`src/rtl/instdecode.sv`:
```
// Fetch/decode/execute sequencer for the 8-bit core: 3 cycles per instruction, 4 with writeback.
// No backpressure: runs every cycle until HLT; active-low reset forces every output low at once.
module instdecode (
  input  logic        clk,
  input  logic        reset,
  input  logic [15:0] instruction,
  input  logic        alu_zero,
  input  logic        alu_carry,
  output logic        fetch_en,
  output logic        loadPC,
  output logic        incPC,
  output logic [5:0]  address,
  output logic [2:0]  rd_sel,
  output logic [2:0]  rs_sel,
  output logic [3:0]  alu_op,
  output logic [7:0]  imm8,
  output logic        reg_we,
  output logic        mem_rd,
  output logic        mem_wr,
  output logic        halted
);

  typedef enum logic [2:0] {
    S_FETCH     = 3'd0,
    S_DECODE    = 3'd1,
    S_EXECUTE   = 3'd2,
    S_WRITEBACK = 3'd3,
    S_HALT      = 3'd4
  } state_t;

  localparam logic [3:0] OP_LD  = 4'h9;
  localparam logic [3:0] OP_ST  = 4'hA;
  localparam logic [3:0] OP_JMP = 4'hB;
  localparam logic [3:0] OP_JZ  = 4'hC;
  localparam logic [3:0] OP_JC  = 4'hD;
  localparam logic [3:0] OP_CMP = 4'hE;
  localparam logic [3:0] OP_HLT = 4'hF;

  state_t      state_q, state_d;
  logic [15:0] ir_q, ir_d;
  logic        z_q, z_d;
  logic        c_q, c_d;

  logic [3:0] op;
  logic       take_jump;
  logic       fe_s, ld_s, inc_s, we_s, rd_s, wr_s, hlt_s;

  assign op = ir_q[15:12];

  // Branches test the latched flags, never the live ALU inputs.
  assign take_jump = (op == OP_JMP) || ((op == OP_JZ) && z_q) || ((op == OP_JC) && c_q);

  always_comb begin
    state_d = state_q;
    ir_d    = ir_q;
    z_d     = z_q;
    c_d     = c_q;
    fe_s    = 1'b0;
    ld_s    = 1'b0;
    inc_s   = 1'b0;
    we_s    = 1'b0;
    rd_s    = 1'b0;
    wr_s    = 1'b0;
    hlt_s   = 1'b0;
    case (state_q)
      S_FETCH: begin
        fe_s    = 1'b1;
        ir_d    = instruction;
        state_d = S_DECODE;
      end
      S_DECODE: begin
        state_d = S_EXECUTE;
      end
      S_EXECUTE: begin
        if ((op >= 4'h1 && op <= 4'h6) || op == OP_CMP) begin
          z_d = alu_zero;
          c_d = alu_carry;
        end
        rd_s = (op == OP_LD);
        wr_s = (op == OP_ST);
        if (op != OP_HLT) begin
          ld_s  = take_jump;
          inc_s = !take_jump;
        end
        if (op >= 4'h1 && op <= 4'h9) begin
          state_d = S_WRITEBACK;
        end else if (op == OP_HLT) begin
          state_d = S_HALT;
        end else begin
          state_d = S_FETCH;
        end
      end
      S_WRITEBACK: begin
        we_s    = 1'b1;
        state_d = S_FETCH;
      end
      S_HALT: begin
        hlt_s = 1'b1;
      end
      default: begin
        state_d = S_FETCH;
      end
    endcase
  end

  always_ff @(posedge clk or negedge reset) begin
    if (!reset) begin
      state_q <= S_FETCH;
      ir_q    <= 16'h0000;
      z_q     <= 1'b0;
      c_q     <= 1'b0;
    end else begin
      state_q <= state_d;
      ir_q    <= ir_d;
      z_q     <= z_d;
      c_q     <= c_d;
    end
  end

  // Gating with reset drops strobes in the same instant reset falls, not at the next edge.
  assign fetch_en = fe_s  & reset;
  assign loadPC   = ld_s  & reset;
  assign incPC    = inc_s & reset;
  assign reg_we   = we_s  & reset;
  assign mem_rd   = rd_s  & reset;
  assign mem_wr   = wr_s  & reset;
  assign halted   = hlt_s & reset;

  assign address = ir_q[5:0];
  assign rd_sel  = ir_q[11:9];
  assign rs_sel  = ir_q[8:6];
  assign alu_op  = ir_q[15:12];
  assign imm8    = ir_q[7:0];

endmodule

```
`config.mk`:
```
export PLATFORM = sky130hd
export DESIGN_NAME = instdecode
export DESIGN_NICKNAME = d
export VERILOG_FILES = /design/src/rtl/instdecode.sv
export SDC_FILE = /design/constraint.sdc
export NUM_CORES = 1
export LEC_CHECK = 0
export ABC_AREA = 1
export CORE_AREA = 3 3 54 56
export CTS_CLUSTER_DIAMETER = 150
export DETAILED_ROUTE_END_ITERATION = 7
export DIE_AREA = 0 0 57 59
export PLACE_DENSITY = 0.82
export SLEW_MARGIN = 20
export SYNTH_ARGS = -nofsm -noshare
export SYNTH_HDL_FRONTEND = slang
export SYNTH_SLANG_ARGS = --single-unit
```
`constraint.sdc`:
```
create_clock -name clk -period 3.75 [get_ports clk]
set_clock_uncertainty 0.15 [all_clocks]
set_input_delay 0.75 -clock clk [delete_from_list [all_inputs] [get_ports clk]]
set_output_delay 0.75 -clock clk [all_outputs]
set_load 0.01 [all_outputs]
```
==> impl_results.md <==
- Status: complete, no violations
- DR WL met2: 1.126 mm
- DRT antenna net count: 0
- Layout cell share with drive strength beyond 1: 12.50%
- Detailed Route WL: 2.579 mm
- Reg2reg start: state_q[0]$_DFFE_PN0P_
- CP endpoint kind: output port
- Hold_sp: ir_q[8]$_DFFE_PN0N_
- Synth area leader: dfrtp_1
- Area of the die: 0.003363 mm²
- Reg-to-reg slack, setup: 2.11 ns
- Core Area: 0.002477 mm²
- Tot Pwr: 1364 µW
- TNS Setup: 0 ns
- IO Count: 51
- Drt via density: 5.154
- Count of pins over their slew limit: 0
- Post-cts hold buffer count: 0
- Crit-path max FO: 5
- Final setup viols: 0
- Clk Latency, worst-skew pair: 0.29 ns
- Post-CTS Setup Bufs: 0
- Synth-to-layout area growth: 46.10%
- CTS tree: yes
- Worst slew margin: 62.28%
- Leakage Power: 0.0007105 µW
- Ys Warns: 0
- Largest net degree at the start of global routing: 23
- Fillcell total: 213
- Vias post-DR: 938
- Tot GR Track Use: 16.41%
- DR top layer: met4
- Die span in x: 57 µm
- Post-Syn Area: 0.001075 mm²
- Required time worst endpoint: 2.85 ns
- N_diodes: 0
- Most frequent cells in the layout: 50 x clkdlybuf4s50_1, 21 x dfrtp_1, 14 x nand3_1, 13 x nand2_1, 12 x nor2_1
- Worst Hold Margin: 0.3683 ns
- Wl on met1: 1.103 mm
- Vias in the first global route: 930
- Hpwl dp: 1.914 mm
- Drt wl/cell: 14.17 µm
- Initial antenna violation count: 0
- CP Launch Point: reset
- Syn Inst Count: 107
- Residual DRC: 0
- Maximum Capacitance Violations: 0
- GRT overflow: 0
- Initial DRT Pass Iterations: 4
- Crit Path Category: in2out
- TritonCTS buffer count: 3
- CTS resizes: 0
- Clk root buf: clkbuf_4
- Register bit total from synthesis: 21
- Clk slew on worst S/H paths: 0.10 ns
- Tmin final: 3.144 ns
- Final WS setup: 0.6064 ns
- Global-route wire length before repair: 4.264 mm
- Clock sinks: 21
- Critical path launch point type: primary input
- Worst endpoint data arrival time: 2.24 ns
- Pre-CTS setup slack: 0.6244 ns
- Peak supply drop: 0.5045 mV
- Commonest non-fill, non-tap cell in the layout: clkdlybuf4s50_1
- F_max: 318.1 MHz
- Synth area leaders: dfrtp_1 49%, mux2_4 14%, nand3_1 6.5%
- RSZ-0062 raised after global routing: no
- Register area share after synthesis: 48.89%
- Rows: 18
- Die height: 59 µm
- Initial core utilization: 43.38%
- H-tree Lvls: 1
- Layout net count: 173
- Tightest Pin Transition: 0.5638 ns
- Core Util, Final: 63.38%
- Met3 wire length: 327 µm
- Synthesized area per cell: 10.04 µm²
- Post-synth top area share: 48.89%
- Clock tree buffer depth: 2
- Hold crit path type: reg2reg
- Pwr dens: 868.5 mW/mm²
- # port buffers: 50
- Synthesized Nets: 127
- Final worst path period share: 83.83%
- Iter 0 DRT Violations: 35
- Netlist cell types: 20
- GP Congestion: 0.8987
- Fin. Hold Viols: 0
through the flow:
| stage | area (µm²) | cells |
|---|---|---|
| 2_1_floorplan | 1075 | 107 |
| 3_3_place_gp | 1544 | 178 |
| 3_5_place_dp | 1544 | 178 |
| 4_1_cts | 1570 | 182 |
| 5_1_grt | 1570 | 182 |
| 6_report | 1570 | 182 |
flip-flops by register name (all words and copies together), names as in the netlist:
name	count
ir_q	16
state_q	3
c_q	1
z_q	1
kinds of logic after synthesis:
group                  count (synthesis)  share of synthesized area [%]
buffers and inverters                 21                          10.94
multiplexers                          12                          16.06
AND/OR/NAND/NOR                       47                          21.31
AO/OA/AOI/OAI                          6                          2.794
flip-flops                            21                          48.89
synthesized netlist by cell type:
library cell / n
o21ai_0: 2
nor3_1: 1
nor4_1: 1
inv_1: 11
dfrtp_1: 21
mux2_4: 10
nand4_1: 1
buf_4: 8
nor2b_1: 1
mux2_2: 2
nand2_2: 1
buf_2: 1
nand2_1: 13
nand3b_1: 1
nand3_1: 14
nor2_4: 1
nor2_1: 12
nor3_4: 1
a21oi_1: 4
buf_6: 1
routing by layer:
metal | track usage, % | vias up
met5 | 0 | -
met4 | 4.636 | 0
met3 | 3.922 | 5
met2 | 26.43 | 78
met1 | 22.27 | 425
li1 | - | 430
report_power, final:
group          internal, µW  switching (µW)
Sequential              341             115
Combinational           462             343
Clock                  41.4            61.5
Total                   845             519
worst paths after layout:
kind | endpoint | cells after the start
worst max register to register | ir_q[0]$_DFFE_PN0N_ | 3
max in group asynchronous | ir_q[4]$_DFFE_PN0N_ | 2
worst max-delay path | mem_wr | 4
worst min register to register | ir_q[8]$_DFFE_PN0N_ | 1
min in group asynchronous | state_q[0]$_DFFE_PN0P_ | 2
worst min-delay path | ir_q[8]$_DFFE_PN0N_ | 1
critical path: stages:
cell and delay (ns):
clkdlybuf4s50_1 0.51, inv_1 0.11, nor4_1 0.29, clkdlybuf4s50_1 0.58
cell type report:
class	instances	area (µm²)	share of cell area (%)
Inverter	11	41.29	2.629
Timing Repair Buffer	51	508.0	32.35
Sequential cell	21	525.5	33.47
Tap cell	30	37.54	2.390
Multi-Input combinational cell	65	431.7	27.49
Clock buffer	4	26.28	1.673
(Power assumes the default switching activity.)
==> edit 1: new RTL, same settings <==
Encoding of `state_t`: now one-hot (5 bits for 5 states).
--- a/src/rtl/instdecode.sv
+++ b/src/rtl/instdecode.sv
@@ -22,8 +22,8 @@
 
-  typedef enum logic [2:0] {
-    S_FETCH     = 3'd0,
-    S_DECODE    = 3'd1,
-    S_EXECUTE   = 3'd2,
-    S_WRITEBACK = 3'd3,
-    S_HALT      = 3'd4
+  typedef enum logic [4:0] {
+    S_FETCH     = 5'b00001,
+    S_DECODE    = 5'b00010,
+    S_EXECUTE   = 5'b00100,
+    S_WRITEBACK = 5'b01000,
+    S_HALT      = 5'b10000
   } state_t;
Formal check against the unedited RTL: no difference found for any inputs over 10 cycles, from zero or initial values and one cycle with reset low; not proved beyond that.
==> edit 1 against the unedited design <==
Power fell by 0.76%. Cell area rose by 6.8%. Die area did not move. Final cell count rose by 20%. Sequential cell count rose by 2. Non-clock buffer count rose by 1. Sequential share of layout area rose by 0.94 points. Synthesized area rose by 10%. Sequential power rose by 4%. Synthesized cell count rose by 35%. Routed wire length rose by 10%. Setup slack got worse by 98 ps. Critical endpoint is now mem_rd. Largest power group unchanged.
==> edit 1: results (changes against the unedited design) <==
Route
  • Met3 WL: 184 um (-44%)
  • Met2 wire len: 1560 um (+39%)
  • Post-DR vias/cell: 4.98 (-3.4%)
  • Wl on met1: 1080 um (-2.2%)

Global route
  • Largest net degree at the start of global routing: 21 (-8.7%)
  • Met1 Usage GRT: 0.199 (-0.0235)
  • GRT Util Overall: 0.183 (+0.0192)
  • Global-route wire length before repair: 4900 um (+15%)
  • Number of global-route vias before repair: 1,174 (+26%)
  • Met3 Resource Use GR: 0.0414 (+0.00218)

Place
  • Pre-CTS WS: 518 ps (-106 ps)
  • Final HPWL DP: 2310 um (+21%)

Run status
  • Run status: completed

Cells and area
  • # nets final: 210 (+21%)
  • Biggest regs: ir_q: 16 flops, state_q: 5 flops

Setup path
  • Worst reg2reg path endpoint: ir_q[6]$_DFFE_PN0P_
  • Critical R2R Launch: state_q[0]$_DFFE_PN1P_
  • R2R Setup Slk: 2060 ps (-50 ps)
  • R2r worst-path depth: 6 (+3)

CTS
  • Clock transition at path regs: 120 ps (+20 ps)

Logic synthesis
  • Seq/Total Area, Yosys: 0.487 (-0.00163)
  • Synth top area cells: dfrtp_1 (47%), nand2_1 (16%), nand3_1 (5.5%)
  • Post-synth top cells: nand2_1 (49), dfrtp_1 (22), nand3_1 (13), nor2_1 (10), inv_1 (9)

Power
  • Cell leakage power: 0.793 nW (+12%)

Worst hold path
  • Worst hold stages: 2 (+1)
-- edit 1: report_power, final --
group / switching (mW) / internal (mW) / leakage [nW]
logic: 0.407 / 0.363 / 0.491
registers: 0.104 / 0.368 / 0.284
clock network: 0.0715 / 0.0397 / 0.0177
total: 0.582 / 0.771 / 0.793
-- edit 1: cell families (layout without fill, tap and decap cells) --
logic type | count (synthesis) | count (layout) | synth area share
and+or+nand+nor | 90 | 90 | 0.358
buffers and inverters | 24 | 69 | 0.115
DFF | 23 | 23 | 0.487
AOI/OAI and AO/OA | 7 | 7 | 0.0391
-- edit 1: layout make-up --
| cell class | instances | area (um2) |
|---|---|---|
| clock buffer | 3 | 22.5 |
| tap | 30 | 37.5 |
| timing repair buffer | 52 | 515 |
| sequential | 23 | 577 |
| multi-input combinational | 97 | 470 |
| inverter | 13 | 48.8 |
| clock inverter | 1 | 5.00 |
| fill | 218 | 801 |
-- edit 1: metrics by stage --
stage / hold WS [ps] / power, mW / instance area (um2) / instances
after floorplan: 282 / 0.961 / 1180 / 144
after global placement: 303 / 1.22 / 1650 / 215
after detailed placement: 322 / 1.26 / 1650 / 215
after CTS: 353 / 1.37 / 1680 / 219
after global routing: 393 / 1.47 / 1680 / 219
final: 348 / 1.35 / 1680 / 219
-- edit 1: worst max path at each step --
stage,startpoint,slack (ps),to
finish,reset,510,mem_rd
global route,reset,430,mem_rd
CTS,reset,510,mem_rd
detailed placement,reset,520,mem_rd
global placement,reset,600,mem_rd
floorplan,reset,1600,mem_rd
-- edit 1: worst max-delay path, stage by stage --
cell and delay [ps]:
clkdlybuf4s50_1 550, inv_1 120, nor4_1 320, clkdlybuf4s50_1 590
==> edit 2: new RTL, same flow settings <==
Without the edit above. Register the output `alu_op`, cleared by the reset; this adds one clock of latency there. The other outputs are not delayed to match.
--- a/src/rtl/instdecode.sv
+++ b/src/rtl/instdecode.sv
@@ -131,3 +131,9 @@
   assign rs_sel  = ir_q[8:6];
-  assign alu_op  = ir_q[15:12];
+  always_ff @(posedge clk or negedge reset) begin
+    if (!reset) begin
+      alu_op <= '0;
+    end else begin
+      alu_op <= ir_q[15:12];
+    end
+  end
   assign imm8    = ir_q[7:0];
Check against the original RTL: not equivalent (Yosys sat finds a counterexample within 4 cycles, from zero or initial values and one cycle with reset low).
==> edit 2 against the unedited design <==
Final cell count increased by 2.2%. Sequential cell count grew 4. Power grew 7.2%. First-iteration DRC count is 49% lower. Synthesized area is 19% higher. Global-route usage hardly changed. Routed wire length up 0.19%. Setup slack lost 27 ps. Die area did not move. Cell area is 7.4% higher.
==> edit 2: results (changes against the unedited design) <==
Place
  • Final Wtd Congestion: 0.904 (+0.62%)
  • Final HPWL DP: 2020 um (+5.8%)
  • Placed inst area: 1660 um2 (+7.3%)

Logic synthesis
  • Post-Syn Instances: 123 (+15%)
  • Post-synth top cells: dfrtp_1 (25), buf_4 (20), nand2_1 (16), nand3_1 (15), mux2_4 (12)
  • Seq/Total Area, Yosys: 0.488 (-0.000659)
  • Net Count, Synth: 143 (+13%)
  • Synth top area cells: dfrtp_1 (49%), mux2_4 (14%), buf_4 (12%)
  • Cell variety after synth: 19 (-5.0%)
  • Ys Warns: 0 (unchanged)

Setup path
  • Max FO, Critical Path: 9 (+4)
  • Worst reg2reg path endpoint: ir_q[3]$_DFFE_PN0N_
  • R2R Setup Slk: 2080 ps (-30 ps)
  • Critical path arrival: 2270 ps (+30 ps)

Worst hold path
  • Worst hold stages: 0 (-1)
  • Hold Startpoint: ir_q[14]$_DFFE_PN0N_
  • Hold worst-path end: alu_op[2]$_DFF_PN0_

Timing
  • Slew HR: 0.606 (-0.0166)
  • Setup TNS: 0 ps (unchanged)

Route
  • Wire per inst: 13.9 um (-2.0%)
  • First drt pass iteration count: 4 (unchanged)
  • Post-DR vias/cell: 5.01 (-2.8%)
  • Initial DRC count: 18 (-49%)

CTS
  • Post-CTS Setup Inserts: 0 (unchanged)
  • H-tree level count: 1 (unchanged)
  • Clock transition at path regs: 130 ps (+30 ps)
  • Clock latency on the worst-skew pair: 310 ps (+20 ps)

Cells and area
  • Biggest regs: ir_q: 16 flops, alu_op: 4 flops, state_q: 3 flops
  • Final cell count without fillers: 186 (+2.2%)
  • Layout cells sized above 1: 0.147 (+0.0224)
  • Fill count: 200 (-6.1%)

Power
  • Peak supply drop: 494 uV (-2.0%)
  • Cell leakage power: 0.763 nW (+7.4%)

Global route
  • Number of global-route vias before repair: 896 (-3.7%)
  • Largest net degree at the start of global routing: 22 (-4.3%)
  • GRT Util Overall: 0.164 (+0.000299)
  • Global-route wire length before repair: 4330 um (+1.5%)

Run status
  • Run status: completed
[edit 2: layer usage]
layer	track usage	vias up	wire, um
met4	0.0298	0	22
met1	0.222	436	1030
li1	-	444	-
met5	0	-	0
met3	0.0414	4	254
met2	0.274	48	1280
[edit 2: how the worst max path moves through the flow]
stage | to | slack (ps) | cells after the start
5_1_grt | mem_wr | 430 | 5
3_5_place_dp | mem_rd | 580 | 5
2_1_floorplan | mem_rd | 1730 | 2
3_3_place_gp | mem_wr | 590 | 5
6_report | mem_rd | 580 | 5
4_1_cts | mem_rd | 560 | 5
[edit 2: critical path, cell delays in order]
cell             delay, ps
clkdlybuf4s50_1        480
buf_4                  170
inv_1                  110
nor3_1                 190
clkdlybuf4s50_1        570
[edit 2: logic make-up (layout without fill, tap and decap cells)]
family | Yosys count | after routing | synth area share
DFF | 25 | 25 | 0.488
muxes | 13 | 13 | 0.149
and+or+nand+nor | 47 | 47 | 0.174
AOI/OAI and AO/OA | 6 | 6 | 0.0234
buffers and inverters | 32 | 65 | 0.165
[edit 2: report_power, final]
| group | internal (mW) | total [mW] | leakage [nW] | switching [mW] |
|---|---|---|---|---|
| registers | 0.404 | 0.525 | 0.292 | 0.121 |
| logic | 0.475 | 0.819 | 0.457 | 0.344 |
| clock network | 0.0406 | 0.117 | 0.0139 | 0.0768 |
| total | 0.920 | 1.46 | 0.763 | 0.542 |
[edit 2: per-stage QoR]
step | setup WS [ps] | power [mW] | hold WS [ps]
floorplan | 1730 | 1.14 | 199
global placement | 595 | 1.33 | 320
detailed placement | 583 | 1.35 | 316
CTS | 556 | 1.48 | 347
global route | 426 | 1.56 | 385
finish | 580 | 1.46 | 348
[edit 2: area by class of cell]
| class | count | area (um2) | area share |
|---|---|---|---|
| clock inverters | 1 | 7.51 | 0.00445 |
| well taps | 30 | 37.5 | 0.0223 |
| multi-input cells | 66 | 444 | 0.263 |
| flip-flops and latches | 25 | 626 | 0.371 |
| clock buffers | 3 | 22.5 | 0.0134 |
| repair buffers | 52 | 515 | 0.306 |
| inverters | 9 | 33.8 | 0.0200 |
